## src/rtl/if_id_buffer_pkg.sv

```systemverilog
// Shared definitions for the IF/ID receive buffer: default widths, the decode
// NOP encoding and the pointer-width helper.
package if_id_buffer_pkg;

    localparam int WIDTH_DEFAULT = 32;
    localparam logic [31:0] NOP_INSTR = 32'hE1A00000;

    function automatic int clog2(input int value);
        int bits;
        bits = 0;
        while ((1 << bits) < value) bits++;
        return bits;
    endfunction

endpackage

```

## src/rtl/if_id_fifo_mem.sv

```systemverilog
// DEPTH x DATA_W register array: one synchronous write port, asynchronous read.
module if_id_fifo_mem #(
    parameter int DEPTH  = 4,
    parameter int DATA_W = 64,
    parameter int ADDR_W = 2
) (
    input  logic              clk,
    input  logic              we,
    input  logic [ADDR_W-1:0] waddr,
    input  logic [DATA_W-1:0] wdata,
    input  logic [ADDR_W-1:0] raddr,
    output logic [DATA_W-1:0] rdata
);

    logic [DATA_W-1:0] mem [DEPTH];

    always_ff @(posedge clk) begin
        if (we) mem[waddr] <= wdata;
    end

    assign rdata = mem[raddr];

endmodule

```

## src/rtl/if_id_buffer.sv

```systemverilog
// Decode-side instruction FIFO: captures fetch output, presents the head to ID,
// raises freeze one entry before full and drops everything on a taken branch.
module if_id_buffer
    import if_id_buffer_pkg::*;
#(
    parameter int DEPTH = 4,
    parameter int WIDTH = WIDTH_DEFAULT
) (
    input  logic                    clk,
    input  logic                    rst,
    input  logic                    if_valid,
    input  logic [WIDTH-1:0]        if_instruction,
    input  logic [WIDTH-1:0]        if_pc,
    input  logic                    branch_taken,
    input  logic                    id_stall,
    output logic                    freeze,
    output logic                    id_valid,
    output logic [WIDTH-1:0]        id_instruction,
    output logic [WIDTH-1:0]        id_pc,
    output logic [clog2(DEPTH):0]   count
);

    localparam int AW = clog2(DEPTH);
    localparam int CW = AW + 1;
    localparam logic [CW-1:0] FULL_CNT   = CW'(DEPTH);
    localparam logic [CW-1:0] FREEZE_CNT = CW'(DEPTH - 1);

    logic [AW-1:0]      wr_ptr;
    logic [AW-1:0]      rd_ptr;
    logic [CW-1:0]      count_next;
    logic               push;
    logic               pop;
    logic [2*WIDTH-1:0] head;

    assign id_valid = (count != '0);
    assign push     = if_valid & ~branch_taken & (count < FULL_CNT);
    assign pop      = id_valid & ~id_stall & ~branch_taken;

    always_comb begin
        count_next = count;
        if (branch_taken) begin
            count_next = '0;
        end else begin
            case ({push, pop})
                2'b10:   count_next = count + CW'(1);
                2'b01:   count_next = count - CW'(1);
                default: count_next = count;
            endcase
        end
    end

    // freeze is registered from the next-state count so fetch sees it on the
    // same edge the occupancy lands; the spare entry absorbs the late arrival.
    always_ff @(posedge clk or posedge rst) begin
        if (rst) begin
            wr_ptr <= '0;
            rd_ptr <= '0;
            count  <= '0;
            freeze <= 1'b0;
        end else begin
            count  <= count_next;
            freeze <= (count_next >= FREEZE_CNT);
            if (branch_taken) begin
                wr_ptr <= '0;
                rd_ptr <= '0;
            end else begin
                if (push) wr_ptr <= wr_ptr + 1'b1;
                if (pop)  rd_ptr <= rd_ptr + 1'b1;
            end
        end
    end

    if_id_fifo_mem #(
        .DEPTH (DEPTH),
        .DATA_W(2 * WIDTH),
        .ADDR_W(AW)
    ) u_mem (
        .clk  (clk),
        .we   (push),
        .waddr(wr_ptr),
        .wdata({if_pc, if_instruction}),
        .raddr(rd_ptr),
        .rdata(head)
    );

    assign id_instruction = id_valid ? head[WIDTH-1:0]       : '0;
    assign id_pc          = id_valid ? head[2*WIDTH-1:WIDTH] : '0;

    no_overflow: assert property (@(posedge clk) disable iff (rst)
        !(if_valid && !branch_taken && count == FULL_CNT));

endmodule

```

## config.mk

```make
export PLATFORM = sky130hd
export DESIGN_NAME = if_id_buffer
export DESIGN_NICKNAME = d
export VERILOG_FILES = /design/src/rtl/if_id_buffer_pkg.sv /design/src/rtl/if_id_fifo_mem.sv /design/src/rtl/if_id_buffer.sv
export SDC_FILE = /design/constraint.sdc
export NUM_CORES = 1
export LEC_CHECK = 0
export BUFFER_PORTS_ARGS = -buffer_cell sky130_fd_sc_hd__buf_2
export CORE_MARGIN = 2
export CORE_UTILIZATION = 50
export DETAILED_ROUTE_END_ITERATION = 10
export PLACE_DENSITY = 0.71
export SLEW_MARGIN = 40
export SYNTH_ARGS = -nofsm -noshare
export SYNTH_HDL_FRONTEND = slang
export SYNTH_SLANG_ARGS = --single-unit
```

## constraint.sdc

```tcl
create_clock -name clk -period 9.3 [get_ports clk]
set_clock_uncertainty 0.1 [all_clocks]
set_input_delay 0.465 -clock clk [delete_from_list [all_inputs] [get_ports clk]]
set_output_delay 0.465 -clock clk [all_outputs]
set_load 0.02 [all_outputs]
```

* Yosys cells after proc, flatten, opt, wreduce, memory -nomap -nowiden *
Memory sizes are Yosys's and may differ from the RTL's.
Index checks and enable logic that the tools add are counted.

word-level totals
  bits in writable memories = 256
  input port bits = 69
  output and inout bits = 69
  word-level logic and storage cells = 32
  memories kept = 1
  bits in registers = 8

memories
  memory     depth  width  rd ports  clocked after memory_dff  wr ports  line                  RTL
  u_mem.mem  4      64     1         0                         1         if_id_fifo_mem.sv:15  logic [DATA_W-1:0] mem [DEPTH];

operators by class
  $lt $le $gt $ge = 2
  equality and inequality tests = 2
  add/sub/neg operators = 4
  mux-type cells = 10
  bitwise logic cells = 6
  reduce and logical (&&, ||, !) cells = 3

operator list
  kind                   number
  $mux W32               2
  $mux W2                4
  $pmux W3 S2            1
  $add A2 B1 Y2 const B  2
  $and A1 B1 Y1          4
  $reduce_bool A2 Y1     2
  $add A3 B1 Y3 const B  1
  $ge A3 B2 Y1 const B   1
  $lt A3 B3 Y1 const B   1
  $mux W3                1
  $reduce_bool A3 Y1     1
  $sub A3 B1 Y3 const B  1
  $eq A2 B1 Y1 const B   1
  $eq A2 B2 Y1 const B   1
  $mux W1                2
  $not A1 Y1             2

* Longest topological paths before layout *
Gate-level depths: netlist of run 1.

  depth after elaboration = 7
  mapped depth = 8
  gate-level depth less buffers = 8

* By module *
From an unflattened synthesis of run 1, not the netlist that was laid out.

second synthesis, totals
  cell total of the unflattened synthesis = 453
  area, all modules = 10256.1 µm²

by module, submodules not included
  module          cells each  area each (µm²)  instances  seq. area each (µm²)
  if_id_fifo_mem  338         9341.5           1          7687.4
  if_id_buffer    115         914.6            1          200.2

* Worst setup path before layout of run 1 *
OpenSTA, ideal clock, no wires.

  path kind = reg2reg
  start point = register count[2]
  end point = memory u_mem.mem[0][0] (enable)
  setup time = 0.429 ns
  clock period less this slack = 3.049 ns
  required time = 8.771 ns
  slack = 6.251 ns
  cell stages (with the launch flop) = 4
  arrival time = 2.520 ns
  path buffers = 0
  cells stage by stage = dfrtp_1 > nor2b_1 > nor2b_1 > and2_1

between the ends
  word-level cells in the longest chain between the ends = 4

RTL lines
  what                           line                  RTL
  start: declaration             if_id_buffer.sv:20    output logic [clog2(DEPTH):0] count
  start signal: assignment       if_id_buffer.sv:61    count <= count_next;
  $lt A3 B3 Y1                   if_id_buffer.sv:36    assign push = if_valid & ~branch_taken & (count < FULL_CNT);
  $and A1 B1 Y1                  if_id_buffer.sv:36
  $mux W1                        if_id_fifo_mem.sv:18  if (we) mem[waddr] <= wdata;
  $mux W1 (not written as such)  if_id_fifo_mem.sv:18
  end: declaration               if_id_fifo_mem.sv:15

Every way passes these cells.

* Worst setup path after layout of run 1 *
  start point = register rd_ptr[0]
  end point = output port id_instruction[1]

between the ends
  word-level cells in the longest chain between the ends = 2

RTL lines
  what                      line                RTL
  start: declaration        if_id_buffer.sv:29  logic [AW-1:0] rd_ptr;
  start signal: assignment  if_id_buffer.sv:68  if (pop) rd_ptr <= rd_ptr + 1'b1;
  $mem_v2 Z4 W64            --
  $mux W32                  if_id_buffer.sv:86  assign id_instruction = id_valid ? head[WIDTH-1:0] : '0;
  end: declaration          if_id_buffer.sv:18  output logic [WIDTH-1:0] id_instruction,

Every way passes these cells.

==> results of run 1 <==
per-layer routing:
layer | routed length [µm] | up-vias
met5 | 0 | -
met3 | 818 | 22
met2 | 9810 | 131
met4 | 249 | 0
met1 | 7820 | 2535
li1 | - | 2165
cells in the mapped netlist, types with 3 or more instances:
| library cell | instances | area share |
|---|---|---|
| inv_1 | 5 | 0.0018 |
| edfxtp_1 | 256 | 0.76 |
| clkbuf_1 | 10 | 0.0037 |
| nor2b_1 | 3 | 0.0018 |
| nor2_1 | 5 | 0.0018 |
| o21ai_0 | 3 | 0.0015 |
| ha_1 | 5 | 0.0061 |
| buf_8 | 3 | 0.0044 |
| dfrtp_1 | 8 | 0.020 |
| mux4_2 | 64 | 0.14 |
| buf_2 | 8 | 0.0039 |
| and2_1 | 68 | 0.042 |
flip-flops by register name, summed over array words and instances (netlist names):
| name | count |
|---|---|
| u_mem.mem | 256 |
| wr_ptr | 2 |
| count | 3 |
| freeze | 1 |
| rd_ptr | 2 |
worst min-delay path by stage:
stage	endpoint	slack (ns)
after global routing	u_mem.mem[2][4]	0.05
final	u_mem.mem[3][10]	0.06
after global placement	count[0]	0.33
after floorplan	count[0]	0.18
after CTS	u_mem.mem[2][8]	0.04
after detailed placement	count[0]	0.34
layout make-up:
| class | count | area, µm² | share of cell area |
|---|---|---|---|
| diodes | 1 | 2.50 | 0.000205 |
| repair buffers | 149 | 918 | 0.0751 |
| well taps | 270 | 338 | 0.0276 |
| multi-input cells | 167 | 2140 | 0.175 |
| inverters | 5 | 21.3 | 0.00174 |
| clock inverters | 21 | 234 | 0.0191 |
| clock buffers | 28 | 679 | 0.0556 |
| flip-flops and latches | 264 | 7900 | 0.646 |
critical path, stage by stage (launching register included):
cell	delay, ns
dfrtp_4	0.81
buf_4	0.40
buf_12	0.27
mux4_2	0.54
and2_1	0.18
buf_2	0.16
power by group through the flow:
stage	Combinational, mW	Sequential (mW)	Clock, mW
floorplan	0.242	1.38	0
global placement	0.337	1.40	0
detailed placement	0.355	1.40	0
CTS	0.355	1.37	1.11
global route	0.378	1.37	1.16
finish	0.349	1.37	1.09
repair_timing:
item                                    4_1_cts  5_1_grt
hold buffers                                  1        0
endpoints found under the setup margin        0        0
hold endpoints to repair                      8        0
cell families after synthesis:
family,count (synthesis),synth area share
flops,264,0.775
xor+xnor,3,0.00258
simple gates,84,0.0503
fa+ha+maj,6,0.00811
compound gates,8,0.00467
mux,66,0.144
buf+inv,28,0.0161
stage by stage:
step	hold WS (ns)	instances
after global placement	0.326	844
final	0.0619	905
after floorplan	0.181	459
after global routing	0.0492	904
after detailed placement	0.338	853
after CTS	0.0354	903
==> metrics.md, run 1 <==
| Metric | Value |
|---|---|
| Fillers | `~1500` |
| R2R depth | `8` |
| Psw | `around 0.65 mW` |
| Worst slew margin | `0.582` |
| Share of flip-flops with an asynchronous set or reset | `0.0303` |
| Synthesis-to-layout area growth | `20.1%` |
| CP Capture Type | `output pin` |
| WL per Instance | `approximately 21 µm` |
| Gr busiest metal | `met2` |
| I/O Buffers | `137` |
| HPWL after DPL | `between 10000 and 15000 µm` |
| Final Power | `roughly 2.8 mW` |
| Worst setup path endpoint | `id_instruction[1]` |
| Commonest non-fill, non-tap cell in the layout | `edfxtp_1` |
| Vias in the first global route | `around 5300` |
| Synth unique cells | `27` |
| Pin count of the biggest net entering global routing | `66` |
| Worst-Margin Slew | `~0.63 ns` |
| LEAKAGE | `between 4 and 5 nW` |
| Congestion Overflow GR | `0` |
| Register area share after synthesis | `0.775` |
| Total number of yosys warnings | `0` |
| Dpl cell area | `around 0.011 mm²` |
| Max_cap viols | `0` |
| Share of layout cells above drive strength 1 | `0.410` |
| Clock Pin Slew Worst Setup and Hold Paths | `0.06 ns` |
| CP required | `8.74 ns` |
| Final Hold Vio Count | `0` |
| RSZ-0062 raised after global routing | `no` |
| Synth Area per Inst | `22.2 µm²` |
| Post-synth EDFFs | `approximately 260` |
| M2 GR Usage | `0.315` |
| Worst Path Max Fanout | `31` |
| Width of the chip | `between 100 and 150 µm` |
| Max Buffers Root-to-Sink | `3` |
| Syn nets | `approximately 530` |
| Clock Tree Root | `clkbuf_16` |
| Cts repair resizes | `0` |
| Synthesized instance count | `~460` |
| Power density over the cells | `around 230 mW/mm²` |
| Clk sink count | `~260` |
| Fin nets | `689` |
| Htree depth | `1` |
| Net Sw Frac | `0.230` |
| Crit path launch | `rd_ptr[0]` |
| CTS tree | `built` |
| Pint | `roughly 2.2 mW` |
| RR Endpoint | `freeze` |
| Hold Crit Depth | `1` |
| Final-report setup violation count | `0` |
| Die Y-Extent | `~150 µm` |
| Total GRT Usage | `0.177` |
| Crit path arrival time | `slightly below 3 ns` |
| Met1 Track Usage GR | `0.229` |
| # IOs | `~140` |
| Synth Register Bits | `between 200 and 300` |
| WS Path Type | `flip-flop to output pin` |
| Flop pwr share | `0.487` |
| Routed Antenna Nets | `0` |
| First-pass GRT wire length | `29300 µm` |
| Setup bufs post-CTS | `0` |
| Combinational power share | `0.124` |
| Final core occ | `0.608` |
| Reg2Reg Launch Point | `count[2]` |
| Initial antenna violation count | `1` |
| Total Wirelength | `~19000 µm` |
| RePlAce Congestion | `between 0.7 and 0.8` |
| Final max-slew violation count | `0` |
| Core Footprint | `slightly above 0.02 mm²` |
| DRC Markers | `0` |
| First-pass DRT Iterations | `4` |
| Initial DRC Count | `236` |
| Die area | `about 0.022 mm²` |
| Worst hold path class | `primary input to flip-flop` |
| Met3 usage | `0.0286` |
| Max VDD drop | `around 0.00016 V` |
| Setup TNS | `0 ns` |
| Flop-to-flop setup slack | `between 6 and 7 ns` |
| Num CTS Buffers | `27` |
| Tmin final | `approximately 3.5 ns` |
| Vias | `just under 5000` |
| Clk pwr share | `0.388` |
| Period utilization | `0.375` |
| Most frequent cells in the layout | `edfxtp_1, buf_2, mux4_2, and2_1, clkbuf_16` |
| Clk_lat worst skew | `between 0.5 and 0.6 ns` |
| Vias per cell | `roughly 5.4` |
| Initial Util | `0.506` |
| Synthesized area | `between 0.01 and 0.015 mm²` |
| Maximum clock frequency | `0.286 GHz` |
| Hold wc startpoint | `if_instruction[10]` |
| DP Worst Slack | `approximately 6 ns` |
| Startpoint types | `flip-flop` |
| Status | `complete, no violations` |
| # rows | `52` |
| Synth Flop Type | `edfxtp_1` |
| Worst setup margin | `just under 6 ns` |
| Design area | `~0.012 mm²` |
(Power assumes the default switching activity.)
==> run 2: changes to the inputs <==
Settings changed: PLACE_DENSITY 0.71 to 0.74.
Clock period 9.3 ns to 3 ns, I/O delays scaled along.
==> metrics.md, run 2 (synthesis results as in run 1) <==
| Metric | Value |
|---|---|
| Status | `complete, no violations` |
| Gr busiest metal | `met2` |
| WL per Instance | `19.9 µm (-3.4%)` |
| Clock Tree Root | `clkbuf_16` |
| Largest stage delay, worst path | `0.44 ns (-0.37 ns)` |
| Die area | `0.0215 mm² (unchanged)` |
| Reg2Reg Launch Point | `count[2]` |
| Pin count of the biggest net entering global routing | `36 (-45%)` |
| RR Endpoint | `freeze` |
| Max Buffers Root-to-Sink | `3 (unchanged)` |
| RSZ-0062 raised after global routing | `no` |
| Power density over the cells | `666 mW/mm² (+190%)` |
| Delay-heaviest family, CP | `simple AND/OR/NAND/NOR gates` |
| Worst slew margin | `0.644 (+0.0615)` |
| Min Hold Slack | `0.0240 ns (-0.0379 ns)` |
| Net Sw Frac | `0.235 (+0.00434)` |
| CP Capture Type | `flip-flop` |
| CTS tree | `built` |
| Finished Layout Cells | `970 (+7.2%)` |
| Setup TNS | `0 ns (unchanged)` |
| Placed cells | `857 (+0.47%)` |
| Pint | `6.52 mW (+200%)` |
| Flop pwr share | `0.498 (+0.011)` |
| DRC Markers | `0 (unchanged)` |
| Antenna diodes | `0 (-1)` |
| Num CTS Buffers | `26 (-3.7%)` |
| Congestion Overflow GR | `0 (unchanged)` |
| Final Hold Vio Count | `0 (unchanged)` |
| Design area | `0.0128 mm² (+4.6%)` |
| Final max-slew violation count | `0 (unchanged)` |
| Met1 Track Usage GR | `0.241 (+0.0115)` |
| DP Worst Slack | `0.262 ns (-5.89 ns)` |
| LEAKAGE | `4.51 nW (+6.0%)` |
| Total Wirelength | `19400 µm (+3.5%)` |
| HPWL after DPL | `11300 µm (-2.0%)` |
| Crit-path cells | `nor2b_1 > nor2b_1 > inv_1 > ha_1 > fa_1 > xnor2_1 > or4_1 > o211ai_1` |
| Share of layout cells above drive strength 1 | `0.373 (-0.0372)` |
| Fillers | `1396 (-4.0%)` |
| WS Path Type | `flip-flop to flip-flop` |
| M2 GR Usage | `0.319 (+0.00399)` |
| I/O Buffers | `137 (unchanged)` |
| Maximum clock frequency | `between 0.3 and 0.4 GHz` |
| Critical-path top delay cell | `dfrtp_1` |
| Dpl cell area | `0.0113 mm² (-0.11%)` |
| Cell mode on critical path | `nor2b_1` |
| Sequential Area | `0.00790 mm² (unchanged)` |
| Worst Path Max Fanout | `6 (-81%)` |
| CP required | `3.33 ns (-5.41 ns)` |
| First-pass GRT wire length | `30500 µm (+4.1%)` |
| Vias | `5057 (+4.2%)` |
| Final Power | `8.52 mW (+200%)` |
| Final core occ | `0.636 (+0.0279)` |
| Routed Antenna Nets | `0 (unchanged)` |
| Initial Util | `0.506 (unchanged)` |
| Regs by FF count | `u_mem.mem x256, count x3` |
| Width of the chip | `147 µm (unchanged)` |
| Core Footprint | `0.0201 mm² (unchanged)` |
| Clk sink count | `264 (unchanged)` |
| Clock Pin Slew Worst Setup and Hold Paths | `0.06 ns (about the same)` |
| Cts repair resizes | `0 (unchanged)` |
| Synthesis-to-layout area growth | `25.6%` |
| Max VDD drop | `0.000503 V (+210%)` |
| Htree depth | `1 (unchanged)` |
| Clk pwr share | `0.363 (-0.025)` |
| Tmin final | `between 2 and 3 ns` |
| Final-report setup violation count | `0 (unchanged)` |
| Combinational power share | `0.140 (+0.016)` |
| Area of the multi-input gates | `0.00214 mm² (unchanged)` |
| Psw | `2.00 mW (+210%)` |
| Startpoint types | `flip-flop` |
| First-pass DRT Iterations | `4 (unchanged)` |
| Vias per cell | `5.21 (-2.8%)` |
| Total GRT Usage | `0.183 (+0.00602)` |
| Worst setup margin | `0.258 ns (-5.55 ns)` |
| Stages on worst setup path | `8 (+3)` |
| Initial antenna violation count | `0 (-1)` |
| Most frequent cells in the layout | `edfxtp_1, buf_2, dlygate4sd3_1, mux4_2, and2_1` |
| Clk_lat worst skew | `0.51 ns (about the same)` |
| Die Y-Extent | `147 µm (unchanged)` |
| Worst setup path endpoint | `freeze` |
| Met3 usage | `0.0339 (+0.00528)` |
| Flop-to-flop setup slack | `0.26 ns (-6.22 ns)` |
| # rows | `52 (unchanged)` |
| WP buf/inv | `1 (-2)` |
| Initial DRC Count | `272 (+15%)` |
| Fin nets | `759 (+10%)` |
| Number of flip-flops in the largest register | `256 (unchanged)` |
| Worst hold path class | `primary input to flip-flop` |
| R2R depth | `8 (unchanged)` |
| Crit path launch | `count[2]` |
| Commonest non-fill, non-tap cell in the layout | `edfxtp_1` |
| Most flops, register | `u_mem.mem` |
| RePlAce Congestion | `0.685 (-6.2%)` |
| Max_cap viols | `0 (unchanged)` |
| # IOs | `138 (unchanged)` |
| Vias in the first global route | `5658 (+5.9%)` |
| Crit path arrival time | `3.07 ns (+0.14 ns)` |
| Worst-Margin Slew | `0.534 ns (-0.0923 ns)` |
| Period utilization | `0.914` |
## run 2: changes by cell type in the layout (fill, tap and decap cells not counted)
cell / delta
dlygate4sd3_1: +67
buf_4: +6
clkinv_1: -4
bufinv_16: -3
buf_16: -2
clkbuf_1: +2
clkinvlp_4: -2
clkinv_4: +1
diode_2: -1
inv_2: +1
inv_4: -1
inv_6: +1
## run 2: what timing repair did
item	4_1_cts	5_1_grt
buffers inserted	0	1
endpoints found under the setup margin	0	8
hold buffers	68	0
hold endpoints to repair	272	0
## run 2: power by group through the flow
stage	Sequential (mW)	Clock [mW]	Combinational [mW]
3_3_place_gp	4.33	0	1.08
4_1_cts	4.26	3.16	1.18
6_report	4.24	3.09	1.19
5_1_grt	4.25	3.29	1.30
3_5_place_dp	4.34	0	1.11
2_1_floorplan	4.29	0	0.751
## run 2: cell type report
type                            count  area share
Timing Repair Buffer              220       0.123
Multi-Input combinational cell    167       0.167
Inverter                            5     0.00147
Tap cell                          270      0.0264
Clock inverter                     14      0.0103
Sequential cell                   264       0.617
Clock buffer                       30      0.0537
## run 2: per-layer routing
metal / up-vias / part of all wire
met4: 0 / 0.019
met1: 2558 / 0.40
met3: 30 / 0.063
met5: - / 0
met2: 165 / 0.52
li1: 2304 / -
## run 2: worst min path at each step
stage               slack, ns     start  cells past startpoint        end
finish                   0.02  if_valid                      4  wr_ptr[0]
global route             0.06  if_valid                      4  wr_ptr[1]
CTS                     0.004  if_valid                      4  wr_ptr[0]
detailed placement       0.02       rst                      2  rd_ptr[1]
global placement         0.01       rst                      2  rd_ptr[1]
floorplan               -0.13       rst                      1   count[0]
## run 2: worst reg2reg max path, cell delays in order, from the launching register on
cell      delay, ns
dfrtp_1        0.44
nor2b_1        0.29
nor2b_1        0.36
inv_1          0.09
ha_1           0.24
fa_1           0.42
xnor2_1        0.19
or4_1          0.43
o211ai_1       0.10
==> run 3: changes to the inputs <==
Settings changed: BUFFER_PORTS_ARGS -buffer_cell sky130_fd_sc_hd__buf_2 to not set, DONT_BUFFER_PORTS set to 1, PLACE_DENSITY 0.74 to 0.68, RECOVER_POWER set to 100.
==> metrics.md, run 3 (synthesis results as in run 1) <==
| Metric | Value |
|---|---|
| Width of the chip | `147 µm (unchanged)` |
| Worst slew margin | `0.538 (-0.106)` |
| Synthesis-to-layout area growth | `18.3%` |
| Regs by FF count | `u_mem.mem x256, count x3` |
| Final Hold Vio Count | `0 (unchanged)` |
| HPWL after DPL | `11000 µm (-2.8%)` |
| Commonest non-fill, non-tap cell in the layout | `edfxtp_1` |
| Period utilization | `0.942 (+0.0284)` |
| Total Wirelength | `18300 µm (-5.2%)` |
| RSZ-0062 raised after global routing | `no` |
| Clock Pin Slew Worst Setup and Hold Paths | `0.06 ns (about the same)` |
| I/O Buffers | `0 (-100%)` |
| Power density over the cells | `688 mW/mm² (+3.3%)` |
| Antenna diodes | `0 (unchanged)` |
| Tmin final | `2.83 ns (+0.0851 ns)` |
| Max Buffers Root-to-Sink | `3 (unchanged)` |
| WS Path Type | `flip-flop to flip-flop` |
| First-pass DRT Iterations | `4 (unchanged)` |
| Max_cap viols | `0 (unchanged)` |
| Fin nets | `627 (-17%)` |
| # rows | `52 (unchanged)` |
| First-pass GRT wire length | `28800 µm (-5.5%)` |
| Final-report setup violation count | `0 (unchanged)` |
| Sequential Area | `0.00790 mm² (unchanged)` |
| Initial antenna violation count | `0 (unchanged)` |
| Initial DRC Count | `312 (+15%)` |
| Die Y-Extent | `147 µm (unchanged)` |
| Maximum clock frequency | `0.354 GHz (-3.0%)` |
| Clk sink count | `264 (unchanged)` |
| Worst Path Max Fanout | `23 (+17)` |
| RePlAce Congestion | `0.748 (+9.2%)` |
| Most frequent cells in the layout | `edfxtp_1, dlygate4sd3_1, mux4_2, and2_0, and2_1` |
| Congestion Overflow GR | `0 (unchanged)` |
| Clock Tree Root | `clkbuf_16` |
| LEAKAGE | `3.84 nW (-15%)` |
| Final max-slew violation count | `0 (unchanged)` |
| Htree depth | `1 (unchanged)` |
| DRC Markers | `0 (unchanged)` |
| Vias | `4668 (-7.7%)` |
| Num CTS Buffers | `27 (+3.8%)` |
| Worst-Margin Slew | `0.693 ns (+0.159 ns)` |
| Routed Antenna Nets | `0 (unchanged)` |
| CP required | `3.07 ns (-0.26 ns)` |
| Clk_lat worst skew | `0.51 ns (about the same)` |
| Share of layout cells above drive strength 1 | `0.215 (-0.157)` |
| Fillers | `1424 (+2.0%)` |
| Setup TNS | `0 ns (unchanged)` |
| Max VDD drop | `0.000539 V (+7.2%)` |
| Most flops, register | `u_mem.mem` |
| Vias in the first global route | `5108 (-9.7%)` |
| Min Hold Slack | `0.149 ns (+0.125 ns)` |
| Startpoint types | `flip-flop` |
| CTS tree | `built` |
| Die area | `0.0215 mm² (unchanged)` |
| Crit path arrival time | `2.89 ns (-0.18 ns)` |
| Status | `complete, no violations` |
| Pin count of the biggest net entering global routing | `38 (+5.6%)` |
| # IOs | `138 (unchanged)` |
| Number of flip-flops in the largest register | `256 (unchanged)` |
| Worst hold path class | `primary input to flip-flop` |
| WL per Instance | `21.8 µm (+9.4%)` |
| CP Capture Type | `flip-flop` |
| Vias per cell | `5.55 (+6.5%)` |
| Initial Util | `0.506 (unchanged)` |
| Core Footprint | `0.0201 mm² (unchanged)` |
| Area of the multi-input gates | `0.00213 mm² (-0.23%)` |
| Setup bufs post-CTS | `0 (unchanged)` |
| Total GRT Usage | `0.175 (-0.00813)` |
[run 3: cell types whose count changed in the layout (fill, tap and decap cells not counted), moves of 2 or more]
| cell | before | now |
|---|---|---|
| buf_4 | 7 | 3 |
| clkinv_1 | 4 | 6 |
| clkbuf_1 | 3 | 8 |
| and2_1 | 64 | 29 |
| and2_0 | 0 | 35 |
| clkbuf_4 | 0 | 5 |
| clkbuf_2 | 0 | 6 |
| and2_4 | 4 | 0 |
| and2_2 | 0 | 4 |
| dlygate4sd3_1 | 68 | 70 |
| buf_12 | 8 | 2 |
| buf_2 | 137 | 0 |
[run 3: power breakdown]
group | internal (mW) | switching [mW]
clock network | 1.82 | 1.25
registers | 4.18 | 0.0809
logic | 0.372 | 0.590
total | 6.37 | 1.92
[run 3: cell type report]
cell class | count | share of cell area
sequential | 264 | 0.655
tap | 270 | 0.0280
clock inverter | 13 | 0.00945
timing repair buffer | 87 | 0.0699
clock buffer | 35 | 0.0586
inverter | 5 | 0.00156
multi-input combinational | 167 | 0.177
[run 3: worst paths after layout]
| kind | startpoint | endpoint | slack [ns] | cells after the start |
|---|---|---|---|---|
| min in group asynchronous | rst | count[0] | 0.50 | 3 |
| worst min register to register | wr_ptr[1] | wr_ptr[1] | 0.48 | 2 |
| worst min-delay path | id_stall | freeze | 0.15 | 5 |
| worst max register to register | count[2] | u_mem.mem[3][37] | 0.17 | 4 |
| worst max-delay path | count[2] | u_mem.mem[3][37] | 0.17 | 4 |
| max in group asynchronous | rst | rd_ptr[0] | 1.99 | 3 |
[run 3: worst max-delay path, stage by stage, from the launching register on]
cell	delay [ns]
dfrtp_1	0.51
nor2b_1	0.31
nor2b_1	0.36
and2_2	0.63
clkbuf_4	0.55
[run 3: what timing repair did]
action | in CTS | in global routing
endpoints found under the setup margin | 0 | 0
hold buffers | 70 | 0
resized for setup | 0 | 0
hold endpoints to repair | 272 | 0
[run 3: through the flow]
step | utilization | worst slack [ns] | cell area (µm²) | std cells | power [mW]
3_3_place_gp | 0.528 | 0.381 | 10600 | 722 | 5.22
2_1_floorplan | - | 0.567 | 10200 | 459 | 5.04
4_1_cts | 0.604 | 0.166 | 12200 | 841 | 8.43
5_1_grt | 0.599 | 0.0287 | 12000 | 841 | 8.61
6_report | 0.599 | 0.173 | 12000 | 841 | 8.29
3_5_place_dp | 0.529 | 0.169 | 10600 | 723 | 5.25
[run 3: routing by layer]
layer  vias to the layer above  part of all wire  GRT usage
li1                       2045                 -          -
met4                         0             0.017     0.0447
met1                      2434              0.41      0.238
met5                         -                 0          0
met2                       159              0.50      0.287
met3                        30             0.074     0.0441
